## src/rtl/dff_share_arbiter.sv

```systemverilog
// dff_share_arbiter
//   Round-robin arbiter that shares one DW-bit holding register among N_REQ
//   producers. Each cycle it may pick a winner, load that producer's word into
//   the shared register and present it to a single consumer.
//
// Ports
//   clk      rising-edge clock
//   rst_n    asynchronous active-low reset
//   clr      synchronous flush: drops the held word and resets the pointer.
//            The register contents themselves are kept.
//   req      per-requester request. A requester holds it until it is granted
//            or until it withdraws it.
//   data     requester k's word in data[k*DW +: DW]
//   gnt      one-hot, registered, single-cycle pulse. It marks the requester
//            whose word was loaded on the previous edge.
//   q        shared register contents
//   q_owner  index of the requester that loaded q
//   q_valid  q holds an unconsumed word (state FULL)
//   q_ready  consumer accept
//   busy     equal to q_valid. It also shows the FSM state to the outside.
//
// Handshake: the word in q transfers on a rising edge where q_valid && q_ready.
//   On that same edge a pending request may reload the register, so q_valid
//   stays high for back-to-back words. While q_valid is low, q_ready is ignored.
//   Once q_valid is high, q and q_owner stay stable until the transfer happens.
//   Outputs come only from registers. req, data and q_ready affect only the
//   next state.

module dff_share_arbiter #(
  parameter int N_REQ = 4,
  parameter int DW    = 8
) (
  input  logic                   clk,
  input  logic                   rst_n,
  input  logic                   clr,
  input  logic [N_REQ-1:0]       req,
  input  logic [N_REQ*DW-1:0]    data,
  output logic [N_REQ-1:0]       gnt,
  output logic [DW-1:0]          q,
  output logic [$clog2(N_REQ)-1:0] q_owner,
  output logic                   q_valid,
  input  logic                   q_ready,
  output logic                   busy
);

  localparam int IDW = $clog2(N_REQ);

  typedef enum logic {EMPTY = 1'b0, FULL = 1'b1} state_t;

  state_t             state;
  logic [IDW-1:0]     ptr;
  logic [IDW-1:0]     win;
  logic               any_req;
  logic               ld;

  // Round-robin search. Candidates are visited in the order ptr, ptr+1, ...,
  // wrapping modulo N_REQ. The sum uses one extra bit so ptr+i cannot
  // overflow before the wrap is applied.
  always_comb begin
    logic [IDW:0]   sum;
    logic [IDW-1:0] idx;
    logic           found;
    sum   = '0;
    idx   = '0;
    found = 1'b0;
    win   = '0;
    for (int i = 0; i < N_REQ; i++) begin
      sum = {1'b0, ptr} + (IDW+1)'(i);
      if (sum >= (IDW+1)'(N_REQ)) sum = sum - (IDW+1)'(N_REQ);
      idx = sum[IDW-1:0];
      if (!found && req[idx]) begin
        found = 1'b1;
        win   = idx;
      end
    end
  end

  assign any_req = |req;
  // In FULL, a load is allowed only when the consumer takes the current word
  // on the same edge.
  assign ld      = any_req && ((state == EMPTY) || q_ready);

  always_ff @(posedge clk or negedge rst_n) begin
    if (!rst_n) begin
      state   <= EMPTY;
      ptr     <= '0;
      q       <= '0;
      q_owner <= '0;
      gnt     <= '0;
    end else if (clr) begin
      // The flush takes priority over a load. The held word is dropped
      // logically, but q keeps its value.
      state <= EMPTY;
      ptr   <= '0;
      gnt   <= '0;
    end else begin
      gnt <= '0;
      if (ld) begin
        q       <= data[win*DW +: DW];
        q_owner <= win;
        gnt     <= {{(N_REQ-1){1'b0}}, 1'b1} << win;
        state   <= FULL;
        ptr     <= (win == IDW'(N_REQ-1)) ? '0 : win + 1'b1;
      end else if ((state == FULL) && q_ready) begin
        state <= EMPTY;
      end
    end
  end

  assign q_valid = (state == FULL);
  assign busy    = q_valid;

endmodule

```

## config.mk

```make
export PLATFORM = sky130hd
export DESIGN_NAME = dff_share_arbiter
export DESIGN_NICKNAME = d
export VERILOG_FILES = /design/src/rtl/dff_share_arbiter.sv
export SDC_FILE = /design/constraint.sdc
export NUM_CORES = 1
export LEC_CHECK = 0
export ABC_AREA = 1
export ABC_CLOCK_PERIOD_IN_PS = 1650
export BUFFER_PORTS_ARGS = -buffer_cell sky130_fd_sc_hd__buf_2
export CORE_AREA = 10 10 73 75
export DETAILED_ROUTE_END_ITERATION = 12
export DIE_AREA = 0 0 83 85
export GPL_TIMING_DRIVEN = 0
export PLACE_DENSITY = 0.69
export SETUP_SLACK_MARGIN = 0.05
export SLEW_MARGIN = 20
export SYNTH_ARGS = -nofsm -noshare
export SYNTH_HDL_FRONTEND = slang
export SYNTH_SLANG_ARGS = --single-unit
```

## constraint.sdc

```tcl
create_clock -name clk -period 1.65 [get_ports clk]
set_input_delay 0.33 -clock clk [delete_from_list [all_inputs] [get_ports clk]]
set_output_delay 0.33 -clock clk [all_outputs]
set_load 0.05 [all_outputs]
```

==> impl_metrics.json <==
{
  "netlist_area_mm2": 0.00132,
  "num_rows": 23,
  "synth_seq_cells": 17,
  "relSlewSlack_pct": 74.3,
  "grt_max_degree": 18,
  "rsz0062_at_grt": "yes",
  "peakVddDrop_v": 0.000758,
  "area_growth_pct": 45.5,
  "antenna_found_initial": 0,
  "place_worst_setup_slack_ns": -0.336,
  "root_buffer": "clkbuf_8",
  "cts_buffers": 3,
  "port_buffers": 55,
  "clkSlewWorstSetupHoldPaths_ns": 0.06,
  "critPathKind": "flip-flop to flip-flop",
  "die_y_um": 85,
  "gp_congestion": 0.820,
  "nNetsFinal": 307,
  "dp_hpwl_um": 3190,
  "insertedDiodeCount": 0,
  "grt_pass1_wl_um": 6730,
  "worst_slew_pin_slew_ns": 0.383,
  "max_freq_mhz": 553,
  "worstPathRequired_ns": 1.78,
  "nFillCells": 410,
  "drc": 0,
  "fin_crit_ns": 1.81,
  "cts_tree": "yes",
  "postRouteAntennaNets": 0,
  "end_kind": "flip-flop",
  "cp_max_fo": 10,
  "vias": 1508,
  "numClockSinks": 17,
  "layout-drive-gt1-share_pct": 44.5,
  "clk_latency_ns": 0.25,
  "p_total_uw": 3930,
  "powerDensity_mw_per_mm2": 2050,
  "drt_iter0_markers": 83,
  "failed_checks": "setup timing",
  "clock_skew_ns": 0.000975,
  "power_leakage_uw": 0.00107,
  "die_area_mm2": 0.00706,
  "drv_cap": 0,
  "regArea_um2": 428,
  "start_util_pct": 33.6,
  "synth_cells": 194,
  "fin_crit_sh_pct": 110,
  "routedWlPerCell_um": 13.2,
  "global_route.usage.met3_pct": 2.01,
  "status": "complete, but fails checks",
  "routed_wl_um": 4160,
  "fin_ws_ns": -0.159,
  "yosysSeqAreaShare_pct": 32.4,
  "synth_area_per_cell_um2": 6.78,
  "report.final.slew_viol_count": 0,
  "start_kind": "flip-flop",
  "setup_viol": 14,
  "synth_top_family_by_area": "simple AND/OR/NAND/NOR gates",
  "muxShareOfSynthArea_pct": 0,
  "grt_usage_pct": 11.1,
  "top_usage_layer": "met2",
  "yosys_warnings": 0,
  "cts-htree-levels": 1,
  "hold_path.class": "input port to flip-flop",
  "syn_nets": 235,
  "yosysUniqueCellTypes": 23,
  "cts_buffer_depth": 2,
  "multi_input_area_um2": 845,
  "dr.pass1.iters": 4,
  "grt_overflow": 0,
  "hold_viol_final": 0,
  "io_pins": 56,
  "grt_pass1_vias": 1490,
  "die_x_um": 83,
  "synth_fa_ha_area_share_pct": 0.951,
  "synth_compound_area_share_pct": 2.66,
  "core_area_mm2": 0.00391,
  "synth-xor-area-share_pct": 0,
  "met2_usage_pct": 19.2,
  "viasPerCell": 4.79,
  "yosys.area_share.simple_pct": 53.7,
  "arrival_ns": 1.94,
  "gr-usage-met1_pct": 12.8
}
[layer usage]
| metal | share of wire [%] | wire (µm) |
|---|---|---|
| met2 | 50 | 2090 |
| met1 | 42 | 1760 |
| met5 | 0 | 0 |
| met4 | 3.5 | 145 |
| met3 | 3.8 | 157 |
[Yosys cell counts (all sizes together)]
cell type	instances	area (µm²)
nand3	15	120
inv	16	60.1
o21a	1	7.51
o21ai	3	15.0
a31oi	1	6.26
ha	1	12.5
clkbuf	2	27.5
nor2	9	36.3
dfrtp	17	425
nand4	19	134
nand2	104	415
buf	5	48.8
o22ai	1	6.26
[critical path, stage by stage (launching register included)]
cell	delay, ns
dfrtp_2	0.44
clkinv_4	0.11
nand2_2	0.08
nand3_1	0.13
nand2_4	0.12
inv_2	0.05
nand2_2	0.06
nand2_2	0.06
nand2_4	0.08
nand3_4	0.10
buf_8	0.15
ha_4	0.25
o22ai_1	0.06
[area by class of cell]
cell class	instances	area share [%]
Buffer	7	3.99
Inverter	16	3.40
Clock buffer	3	2.16
Sequential cell	17	22.4
Clock inverter	1	0.262
Tap cell	50	3.27
Multi-Input combinational cell	154	44.1
Timing Repair Buffer	67	20.4
[per-stage QoR]
stage	cells	hold slack, ns	instance area [µm²]	util, %	TNS [ns]
CTS	314	0.255	1870	47.9	-1.26
finish	315	0.258	1910	48.9	-1.42
global placement	299	0.265	1680	42.9	-3.39
floorplan	194	0.0344	1340	-	-0.105
global route	315	0.252	1910	48.9	-2.92
detailed placement	299	0.264	1680	42.9	-3.41
[flip-flops by register name, indices dropped and copies added, names as in the netlist]
register,flops
q,8
gnt,4
ptr,2
q_owner,2
busy,1
[path summary, 6_finish.rpt]
| check | start | endpoint | slack (ns) | depth (start not counted) |
|---|---|---|---|---|
| worst max-delay path | ptr[0] | ptr[1] | -0.16 | 12 |
| worst min-delay path | clr | gnt[1] | 0.26 | 2 |
| worst max register to register | ptr[0] | ptr[1] | -0.16 | 12 |
| worst min register to register | q_owner[1] | q_owner[1] | 0.48 | 2 |
| max in group asynchronous | rst_n | ptr[0] | 0.84 | 2 |
| min in group asynchronous | rst_n | q[6] | 0.52 | 2 |
[placed cells by master (no fill, tap or decap), types with 6 or more instances in the layout]
cell type / synthesis / layout
nand2_1: 96 / 86
buf_2: 0 / 55
nand4_1: 18 / 18
nand2_2: 7 / 15
dfrtp_1: 17 / 15
buf_4: 3 / 11
inv_1: 15 / 10
nand3_1: 9 / 7
clkbuf_8: 2 / 6
[what timing repair did]
item	4_1_cts	5_1_grt
resized for setup	18	9
hold buffers	1	0
gates cloned	1	0
setup buffers	9	1
endpoints found under the setup margin	15	16
endpoints found under the hold margin	3	0
pin swaps	5	2
[power breakdown]
group,switching [µW],internal (µW)
Clock,136,167
Sequential,101,590
Combinational,1920,1020
[kinds of logic (layout without fill, tap and decap cells)]
kind of cell,count (synthesis),in the layout
compound gates,6,6
buf+inv,23,94
fa+ha+maj,1,1
simple gates,147,147
flops,17,17
Power figures use the tool's default switching activity.
